## src/rtl/avaliador_equilibrio_pkg.sv

```systemverilog
// Shared definitions for the balance-game evaluator.
// Contents: FSM state encoding, round-index width, and the helper that
// turns a clock frequency into the 1 ms prescaler divisor.
package avaliador_equilibrio_pkg;

    typedef enum logic [2:0] {
        OCIOSO    = 3'd0,
        SORTEIO   = 3'd1,
        BUSCANDO  = 3'd2,
        SEGURANDO = 3'd3,
        FIM       = 3'd4
    } estado_t;

    localparam int RODADA_W = 4;

    // Clock cycles per 1 ms tick; never below 1 so slow bench clocks still tick.
    function automatic int divisor_tick_ms(input int clk_freq_hz);
        int div;
        div = clk_freq_hz / 1000;
        return (div < 1) ? 1 : div;
    endfunction

endpackage

```

## src/rtl/gerador_tick_ms.sv

```systemverilog
// 1 ms tick generator.
// Ports:
//   clock - system clock
//   reset - asynchronous active-high reset
//   tick  - one-cycle pulse every CLK_FREQ_HZ/1000 cycles (registered)
module gerador_tick_ms
    import avaliador_equilibrio_pkg::*;
#(
    parameter int CLK_FREQ_HZ = 50000000
) (
    input  logic clock,
    input  logic reset,
    output logic tick
);

    localparam int DIV   = divisor_tick_ms(CLK_FREQ_HZ);
    localparam int CNT_W = (DIV > 1) ? $clog2(DIV) : 1;

    logic [CNT_W-1:0] cnt;

    always_ff @(posedge clock or posedge reset) begin
        if (reset) begin
            cnt  <= '0;
            tick <= 1'b0;
        end else if (cnt == CNT_W'(DIV - 1)) begin
            cnt  <= '0;
            tick <= 1'b1;
        end else begin
            cnt  <= cnt + 1'b1;
            tick <= 1'b0;
        end
    end

endmodule

```

## src/rtl/avaliador_equilibrio.sv

```systemverilog
// Balance-game evaluator: each round asks for a new target sector, then
// scores a hit if the pendulum stays in the sector for HOLD_MS, or ends the
// round on a ROUND_MS timeout. After NUM_RODADAS rounds the game stops in FIM.
// Ports:
//   clock, reset     - system clock, asynchronous active-high reset
//   iniciar          - start request (honoured in OCIOSO and FIM)
//   isInPosition     - pendulum in target sector (registered once internally)
//   nova_posicao     - one-cycle request for a new target (SORTEIO)
//   acerto           - one-cycle hit pulse
//   tempo_esgotado   - one-cycle round-timeout pulse
//   pontuacao        - saturating hit count
//   rodada           - current round index
//   jogo_ativo       - game in progress
//   fim_jogo         - game over
module avaliador_equilibrio
    import avaliador_equilibrio_pkg::*;
#(
    parameter int CLK_FREQ_HZ = 50000000,
    parameter int HOLD_MS     = 1000,
    parameter int ROUND_MS    = 10000,
    parameter int NUM_RODADAS = 10,
    parameter int SCORE_W     = 8
) (
    input  logic                clock,
    input  logic                reset,
    input  logic                iniciar,
    input  logic                isInPosition,
    output logic                nova_posicao,
    output logic                acerto,
    output logic                tempo_esgotado,
    output logic [SCORE_W-1:0]  pontuacao,
    output logic [RODADA_W-1:0] rodada,
    output logic                jogo_ativo,
    output logic                fim_jogo
);

    localparam int HOLD_W  = $clog2(HOLD_MS + 1);
    localparam int ROUND_W = $clog2(ROUND_MS + 1);

    estado_t             estado, prox_estado;
    logic                in_reg;
    logic                tick;
    logic [HOLD_W-1:0]   hold_q, hold_d;
    logic [ROUND_W-1:0]  round_q, round_d;
    logic [SCORE_W-1:0]  pont_d;
    logic [RODADA_W-1:0] rodada_d;
    logic                hold_fim, round_fim, ultima;

    gerador_tick_ms #(.CLK_FREQ_HZ(CLK_FREQ_HZ)) u_tick (
        .clock (clock),
        .reset (reset),
        .tick  (tick)
    );

    // Timers end the round the moment they would reach their terminal value,
    // so they never exceed it.
    assign hold_fim  = tick && (hold_q + 1'b1 == HOLD_W'(HOLD_MS));
    assign round_fim = tick && (round_q + 1'b1 == ROUND_W'(ROUND_MS));
    assign ultima    = (rodada == RODADA_W'(NUM_RODADAS - 1));

    always_ff @(posedge clock or posedge reset) begin
        if (reset) begin
            estado    <= OCIOSO;
            in_reg    <= 1'b0;
            hold_q    <= '0;
            round_q   <= '0;
            pontuacao <= '0;
            rodada    <= '0;
        end else begin
            estado    <= prox_estado;
            in_reg    <= isInPosition;
            hold_q    <= hold_d;
            round_q   <= round_d;
            pontuacao <= pont_d;
            rodada    <= rodada_d;
        end
    end

    always_comb begin
        prox_estado    = estado;
        hold_d         = hold_q;
        round_d        = round_q;
        pont_d         = pontuacao;
        rodada_d       = rodada;
        acerto         = 1'b0;
        tempo_esgotado = 1'b0;

        unique case (estado)
            OCIOSO, FIM: begin
                if (iniciar) begin
                    pont_d      = '0;
                    rodada_d    = '0;
                    prox_estado = SORTEIO;
                end
            end
            // One settle cycle for the sector comparator after the new target.
            SORTEIO: begin
                hold_d      = '0;
                round_d     = '0;
                prox_estado = BUSCANDO;
            end
            BUSCANDO: begin
                if (tick) round_d = round_q + 1'b1;
                if (round_fim) begin
                    tempo_esgotado = 1'b1;
                end else if (in_reg) begin
                    hold_d      = '0;
                    prox_estado = SEGURANDO;
                end
            end
            SEGURANDO: begin
                if (tick) round_d = round_q + 1'b1;
                if (!in_reg) begin
                    hold_d = '0;
                    if (round_fim) tempo_esgotado = 1'b1;
                    else           prox_estado    = BUSCANDO;
                end else begin
                    if (tick) hold_d = hold_q + 1'b1;
                    // A hit on the same tick as the round expiry counts as a hit.
                    if (hold_fim) begin
                        acerto = 1'b1;
                        if (pontuacao != '1) pont_d = pontuacao + 1'b1;
                    end else if (round_fim) begin
                        tempo_esgotado = 1'b1;
                    end
                end
            end
            default: prox_estado = OCIOSO;
        endcase

        if (acerto || tempo_esgotado) begin
            if (ultima) begin
                prox_estado = FIM;
            end else begin
                rodada_d    = rodada + 1'b1;
                prox_estado = SORTEIO;
            end
        end
    end

    assign nova_posicao = (estado == SORTEIO);
    assign jogo_ativo   = (estado == SORTEIO) || (estado == BUSCANDO) || (estado == SEGURANDO);
    assign fim_jogo     = (estado == FIM);

endmodule

```

## config.mk

```make
export PLATFORM = sky130hd
export DESIGN_NAME = avaliador_equilibrio
export DESIGN_NICKNAME = d
export VERILOG_FILES = /design/src/rtl/avaliador_equilibrio_pkg.sv /design/src/rtl/gerador_tick_ms.sv /design/src/rtl/avaliador_equilibrio.sv
export SDC_FILE = /design/constraint.sdc
export NUM_CORES = 1
export LEC_CHECK = 0
export BUFFER_PORTS_ARGS = -buffer_cell sky130_fd_sc_hd__buf_2
export CAP_MARGIN = 30
export CORE_UTILIZATION = 61
export DETAILED_ROUTE_END_ITERATION = 6
export PLACE_DENSITY = 0.8
export SLEW_MARGIN = 20
export SYNTH_ARGS = -nofsm -noshare
export SYNTH_HDL_FRONTEND = slang
export SYNTH_HIERARCHICAL = 1
export SYNTH_SLANG_ARGS = --single-unit
```

## constraint.sdc

```tcl
create_clock -name clock -period 2.85 [get_ports clock]
set_clock_uncertainty 0.1 [all_clocks]
set_input_delay 0.285 -clock clock [delete_from_list [all_inputs] [get_ports clock]]
set_output_delay 0.285 -clock clock [all_outputs]
set_load 0.01 [all_outputs]
```

==> key figures, run 1 <==
Yosys
  – Fraction of synthesis flops using an asynchronous set or reset pin: 1.00
  – Instance count of the mapped netlist: 361
  – Count of different cell masters after synthesis: 60
  – Syn_nets: 373
  – FF+latch count, synth: 57
  – Post-synthesis share of cell area spent on xor and xnor gates: 0.0571
  – Multiplexer share of the synthesized area: 0.0259
  – Yosys warnings: 6
  – Most used flip-flop cell after synthesis: sky130_fd_sc_hd__dfrtp_1
  – Number of synthesized flops with an enable pin: 0
  – Compound-cell area share of the yosys netlist: 0.141
  – Yosys top cell by area: sky130_fd_sc_hd__dfrtp_1
  – Average cell area after synthesis: 9.22 um2
  – Post-synthesis instance area: 3330 um2
  – Share of synthesized area occupied by flip-flops and latches: 0.428
  – Adder-cell share of the synthesized area: 0.0301
  – Main area contributors after synthesis: sky130_fd_sc_hd__dfrtp_1 (43%), sky130_fd_sc_hd__o21ai_0 (5.3%), sky130_fd_sc_hd__nand2_1 (4.8%), sky130_fd_sc_hd__nor2_1 (3.7%), sky130_fd_sc_hd__nand3_1 (3.2%)
  – Share of Yosys cell area claimed by the top area cell type: 0.428
  – Largest family of logic cells by synthesized area: simple AND/OR/NAND/NOR gates
  – Synth Area in Simple Gates: 0.297

Critical path
  – Arrival time at the worst endpoint: 2.38 ns
  – Cells along the critical path: ha_2, or4b_1, o21ai_2, nand4b_4, nor3_2, a21oi_1, buf_2
  – Crit path capture type: output port
  – Startpoint type of the worst setup path: flip-flop
  – Peak fanout along the critical path: 7
  – Largest incremental delay on the critical path: 0.54 ns
  – Crit-path slowest cell: sky130_fd_sc_hd__or4b_1
  – Critical path type: reg -> out
  – CP Data Required Time: 2.47 ns

Timing
  – Fmax achieved: 362 MHz
  – Post-route fraction of the period consumed by the critical path: 0.971
  – Final hold viol count: 0
  – Slew at the pin with the worst max-slew slack: 0.770 ns
  – Number of endpoints failing setup at the final stage: 0
  – Relative slew margins: 0.483
  – Worst hold-check slack: 0.152 ns
  – Count of final max-slew check failures: 0
  – Final worst path period need: 2.77 ns

Cells and area
  – Flip-flop count of the largest register after layout: 16
  – Inserted Diodes: 0
  – Final instance area: 3780 um2
  – Register bank with the most flops: u_tick/cnt
  – Final Util: 0.730
  – Signed area change from the synthesized netlist to the final layout: 13.4%
  – Ratio of cells with drive above 1 in the final layout: 0.170
  – Number of nets at the end of the flow: 400
  – Largest registers: u_tick/cnt x16, round_q x14, hold_q x10

Floorplanning
  – Vert. Die Dim: 75.9 um
  – Full die area: 5760 um2
  – Initial Utilization: 0.644
  – Floorplan row count: 26
  – Top-Level Pins: 21
  – Core area: 5170 um2
  – DIE WIDTH: 75.9 um

Place
  – Final Wtd Congestion: 0.852
  – Count of input and output buffers: 20
  – Placement Cell Area: 3500 um2
  – Post-DP HPWL: 4710 um

Global route
  – Pin count of the biggest net entering global routing: 41
  – Grt ovf: 0
  – Global-route wire length before repair: 11100 um
  – Via count of the first global-routing pass: 2549
  – Number of antenna violations at the first check in global routing: 0
  – Total routing resource utilization after global routing: 0.261

Pwr
  – Internal power: 1.33 mW
  – Clock power frac: 0.502
  – Maximum ir drop on the vdd rail: 0.543 mV
  – Leakage Power: 1.76 nW
  – Share of total power in sequential cells: 0.472
  – Total power divided by cell area: 459 nW/um2
  – Switching power: 0.406 mW
  – Switching share of power: 0.234
  – Combinational Power Share: 0.026

CTS
  – TritonCTS Sinks: 57
  – Longest Clk Path Bufs: 2
  – Total clock buffers created by CTS: 9
  – Clock-pin transition on the worst setup and hold timing paths: 0.07 ns
  – Post-CTS setup repair buffer count: 0
  – Clock insertion delay at the later pin of the skew report: 0.34 ns
  – H-tree depth reported by CTS: 3
  – Clock tree from TritonCTS: yes
  – Clock tree root driver cell: sky130_fd_sc_hd__clkbuf_8

Worst hold path
  – Tightest Hold Check Type: in -> reg

Route
  – DRC violation count after routing: 0
  – Drt total wl: 7090 um
  – Number of DRC violations after detailed-routing iteration 0: 165
  – Vias after detailed routing: 2846
  – Avg WL per Cell: 15.3 um
  – Via-per-instance ratio: 6.15
  – DR pass1 iterations: 5
  – Antenna violation net count after detailed routing: 0

Outcome
  – Result of the run: finished clean

Flow run
  – Count of max-cap constraint violations: 0
-- power groups by stage --
stage                     combinational [mW]  sequential (mW)  clock [mW]
final                                 0.0456            0.818       0.869
after floorplan                       0.0277            0.833           0
after global routing                  0.0527            0.818       0.911
after CTS                             0.0468            0.817       0.875
after detailed placement              0.0442            0.833           0
after global placement                0.0436            0.833           0
-- critical path, delay by kind of cell, from the launching register on --
family,cells,cell delay (ns)
flip-flops,1,0.45
AND/OR/NAND/NOR,3,0.98
buffers and inverters,1,0.15
adder cells (fa/ha/maj),1,0.23
AO/OA/AOI/OAI,2,0.24
-- cells in the mapped netlist (all sizes together) (2+ instances only) --
cell	n
nor2b	4
ha	8
nand2	44
nor2	34
o21bai	2
a22o	2
xnor2	11
nand2b	6
mux2i	6
xor2	9
nand3	22
a21bo	2
and2	6
or4b	2
nand3b	3
mux2	2
a31oi	5
a21oi	9
nor3	11
or3	2
or2	2
dfrtp	57
nor3b	3
nor4	6
o31ai	5
inv	7
and4	2
buf	5
or4bb	2
o21ai	39
nand4	15
clkbuf	5
o22ai	3
and3	9
-- placed cells by master, fill, tap and decap left out, drive strengths merged, types with 2 or more instances in the layout --
cell type,n
nor2,34
mux2,2
o21bai,2
xnor2,11
nand3,22
o22ai,3
o31ai,5
buf,24
dfrtp,57
dlygate4sd3,2
inv,10
o21ai,39
a21oi,9
nand3b,3
or4bb,2
nand2b,6
nor2b,4
or3,2
or4b,2
ha,8
clkbuf,9
nand2,44
nor3b,3
nor3,11
a21bo,2
and3,9
a22o,2
bufinv,2
and2,6
and4,2
nor4,6
mux2i,6
nand4,15
clkinvlp,2
xor2,9
a31oi,5
or2,2
-- routing by layer --
| layer | vias up | track usage | share of wire |
|---|---|---|---|
| met5 | - | 0 | 0 |
| li1 | 1358 | - | - |
| met1 | 1366 | 0.331 | 0.45 |
| met2 | 98 | 0.411 | 0.48 |
| met3 | 24 | 0.0503 | 0.045 |
| met4 | 0 | 0.160 | 0.025 |
-- worst paths after layout --
kind | cells after the start | slack (ns) | endpoint | startpoint
worst max-delay path | 7 | 0.08 | tempo_esgotado | hold_q[0]$_DFFE_PP0P_
worst min-delay path | 3 | 0.15 | estado[2]$_DFFE_PP0P_ | iniciar
min in group asynchronous | 3 | 0.47 | u_tick/cnt[13]$_DFF_PP0_ | reset
worst min register to register | 1 | 0.42 | u_tick/cnt[0]$_DFF_PP0_ | u_tick/cnt[0]$_DFF_PP0_
worst max register to register | 7 | 0.26 | rodada[2]$_DFF_PP0_ | hold_q[0]$_DFFE_PP0P_
max in group asynchronous | 3 | 1.75 | u_tick/tick$_DFF_PP0_ | reset
-- final cells by class --
class / count / area (um2)
Sequential cell: 57 / 1430
Fill cell: 366 / 1400
Clock buffer: 9 / 124
Tap cell: 70 / 87.6
Inverter: 7 / 26.3
Timing Repair Buffer: 26 / 150
Multi-Input combinational cell: 287 / 1860
Clock inverter: 7 / 101
-- through the flow --
| step | power [mW] | TNS, ns | setup slack, ns | instances |
|---|---|---|---|---|
| floorplan | 0.860 | 0 | 0.353 | 361 |
| global placement | 0.877 | 0 | 0.324 | 445 |
| detailed placement | 0.877 | 0 | 0.274 | 445 |
| CTS | 1.74 | 0 | 0.0522 | 463 |
| global route | 1.78 | -0.0270 | -0.0270 | 463 |
| finish | 1.73 | 0 | 0.0840 | 463 |
-- cell families (layout without fill, tap and decap cells) --
family	count (synthesis)	count (layout)
mux	8	8
fa+ha+maj	8	8
buf+inv	17	49
compound gates	74	74
flops	57	57
xor+xnor	20	20
simple gates	177	177
-- repair_timing --
| item | 4_1_cts | 5_1_grt |
|---|---|---|
| resized for setup | 0 | 8 |
| hold buffers | 2 | 0 |
| endpoints found under the hold margin | 58 | 0 |
| setup endpoints to repair | 0 | 2 |
Note: power is estimated with default switching activity, not from simulation.
==> inputs of run 2 (changes only) <==
- CORE_ASPECT_RATIO: not set -> 1.25
- CORE_UTILIZATION: 61 -> 63
- CTS_BUF_LIST: not set -> sky130_fd_sc_hd__clkbuf_8
- MAX_ROUTING_LAYER: not set -> met4
- PLACE_DENSITY: 0.8 -> 0.82
==> run 2 against run 1 <==
Net effect: global-route usage is 2.3 points higher; total power decreased by 7.3%; critical path type unchanged; count of clock-buffer cells in the layout unchanged; critical path depth increased by 1; sequential power is essentially flat; combinational power about the same; design area fell by 1.5%; setup slack better by 0.024 ns; largest cell class unchanged.
==> key figures, run 2 (synthesis gave the netlist of run 1 again) <==
Timing
  – Final hold viol count: 0
  – Final worst path period need: 2.74 ns
  – Relative slew margins: 0.590
  – Count of final max-slew check failures: 0
  – RSZ-0062 raised after global routing: yes
  – Final worst setup slack: 0.108 ns
  – Number of endpoints failing setup at the final stage: 0
  – Worst hold-check slack: 0.166 ns
  – Fmax achieved: 365 MHz
  – Post-route fraction of the period consumed by the critical path: 0.962
  – Slew at the pin with the worst max-slew slack: 0.615 ns
  – Post-Route Setup TNS: 0 ns

Global route
  – Layer with the highest usage: met2
  – Grt met2 use: 0.465
  – Met1 layer usage reported by global route: 0.325
  – Met3 track demand over resource in global routing: 0.0646
  – Number of antenna violations at the first check in global routing: 0
  – Pin count of the biggest net entering global routing: 41
  – Via count of the first global-routing pass: 2707
  – Global-route wire length before repair: 11700 um
  – Total routing resource utilization after global routing: 0.284
  – Grt ovf: 0

Route
  – Avg WL per Cell: 15.1 um
  – DR pass1 iterations: 4
  – Antenna violation net count after detailed routing: 0
  – Via-per-instance ratio: 6.18
  – DRC violation count after routing: 0
  – Drt total wl: 6880 um
  – Number of DRC violations after detailed-routing iteration 0: 162
  – Vias after detailed routing: 2814

CTS
  – Clock tree from TritonCTS: yes
  – Clock insertion delay at the later pin of the skew report: 0.34 ns
  – Longest Clk Path Bufs: 2
  – Clock tree root driver cell: sky130_fd_sc_hd__clkbuf_8
  – H-tree depth reported by CTS: 3
  – Clock-pin transition on the worst setup and hold timing paths: 0.07 ns
  – Total clock buffers created by CTS: 9
  – TritonCTS Sinks: 57

Cells and area
  – Final Util: 0.732
  – Final instance area: 3720 um2
  – Largest registers: u_tick/cnt x16, round_q x14, hold_q x10
  – Ratio of cells with drive above 1 in the final layout: 0.158
  – Commonest cells after routing, fill and taps aside: sky130_fd_sc_hd__dfrtp_1 (57), sky130_fd_sc_hd__nand2_1 (43), sky130_fd_sc_hd__o21ai_0 (35)
  – Number of nets at the end of the flow: 400
  – Inserted Diodes: 0
  – Post-route insts no fill: 455
  – Most common cell after layout, fill and taps aside: sky130_fd_sc_hd__dfrtp_1
  – Register bank with the most flops: u_tick/cnt
  – Flip-flop count of the largest register after layout: 16
  – Signed area change from the synthesized netlist to the final layout: 11.7%

Worst hold path
  – Tightest Hold Check Type: in -> reg

Place
  – Placement Cell Area: 3490 um2
  – Count of input and output buffers: 20
  – Final Wtd Congestion: 0.886
  – Post-Place Worst Slack: 0.266 ns
  – Number of placed instances with taps included: 437
  – Post-DP HPWL: 4700 um

Critical path
  – Peak fanout along the critical path: 7
  – Buf+Inv Stages, Crit Path: 1
  – Critical path type: reg -> out
  – Startpoint type of the worst setup path: flip-flop
  – Crit path capture type: output port
  – Gate family responsible for the most delay along the worst path: simple AND/OR/NAND/NOR gates
  – Largest incremental delay on the critical path: 0.44 ns
  – Arrival time at the worst endpoint: 2.36 ns
  – Cells along the critical path: ha_1, nand2_1, nor2_4, a32o_1, nor2_1, nor3_2, a21oi_1, buf_2
  – CP Data Required Time: 2.47 ns
  – Crit-path slowest cell: sky130_fd_sc_hd__dfrtp_1

Floorplanning
  – Vert. Die Dim: 83.3 um
  – Floorplan row count: 29
  – Core area: 5080 um2
  – Full die area: 5580 um2
  – Initial Utilization: 0.655
  – Top-Level Pins: 21
  – DIE WIDTH: 67.0 um

Pwr
  – Total power divided by cell area: 432 nW/um2
  – Total chip power: 1.60 mW
  – Maximum ir drop on the vdd rail: 0.375 mV
  – Leakage Power: 1.75 nW

Flow run
  – Count of max-cap constraint violations: 0

Outcome
  – Result of the run: finished clean
run 2: changes by cell type in the layout (fill, tap and decap cells not counted), sizes merged:
cell	before	now
clkinvlp	2	0
inv	10	7
clkinv	0	6
bufinv	2	1
run 2: cell type report:
type / count / area [um2]
Sequential cell: 57 / 1430
Clock inverter: 7 / 71.3
Multi-Input combinational cell: 287 / 1840
Timing Repair Buffer: 26 / 150
Tap cell: 62 / 77.6
Clock buffer: 9 / 124
Inverter: 7 / 26.3
Fill cell: 381 / 1360
run 2: path summary, 6_finish.rpt:
check                                         start                        to  slack (ns)  depth (start not counted)
setup / recovery              hold_q[0]$_DFFE_PP0P_            tempo_esgotado        0.11                          8
hold / removal                              iniciar     estado[2]$_DFFE_PP0P_        0.17                          3
setup reg to reg              hold_q[0]$_DFFE_PP0P_       rodada[2]$_DFF_PP0_        0.23                          7
hold reg to reg            pontuacao[6]$_DFFE_PP0P_  pontuacao[6]$_DFFE_PP0P_        0.40                          1
max in group asynchronous                     reset   u_tick/cnt[6]$_DFF_PP0_        1.75                          3
min in group asynchronous                     reset  u_tick/cnt[11]$_DFF_PP0_        0.49                          3
run 2: metal layers:
metal  share of wire  wire length [um]
met1            0.42              2920
met2            0.53              3620
met3           0.034               231
met4           0.016               112
met5               0                 0
run 2: report_power, final:
part           switching (mW)  internal [mW]
registers             0.00542          0.812
clock network           0.339          0.403
logic                  0.0320         0.0135
run 2: repair_timing:
| item | in CTS | in global routing |
|---|---|---|
| gates resized for setup | 0 | 2 |
| hold endpoints to repair | 58 | 0 |
| endpoints found under the setup margin | 0 | 2 |
| hold buffers | 2 | 0 |
| setup buffers | 0 | 0 |
run 2: tightest hold or removal path: stages:
cell	delay, ns
sky130_fd_sc_hd__buf_2	0.11
sky130_fd_sc_hd__inv_1	0.07
sky130_fd_sc_hd__a21o_1	0.11
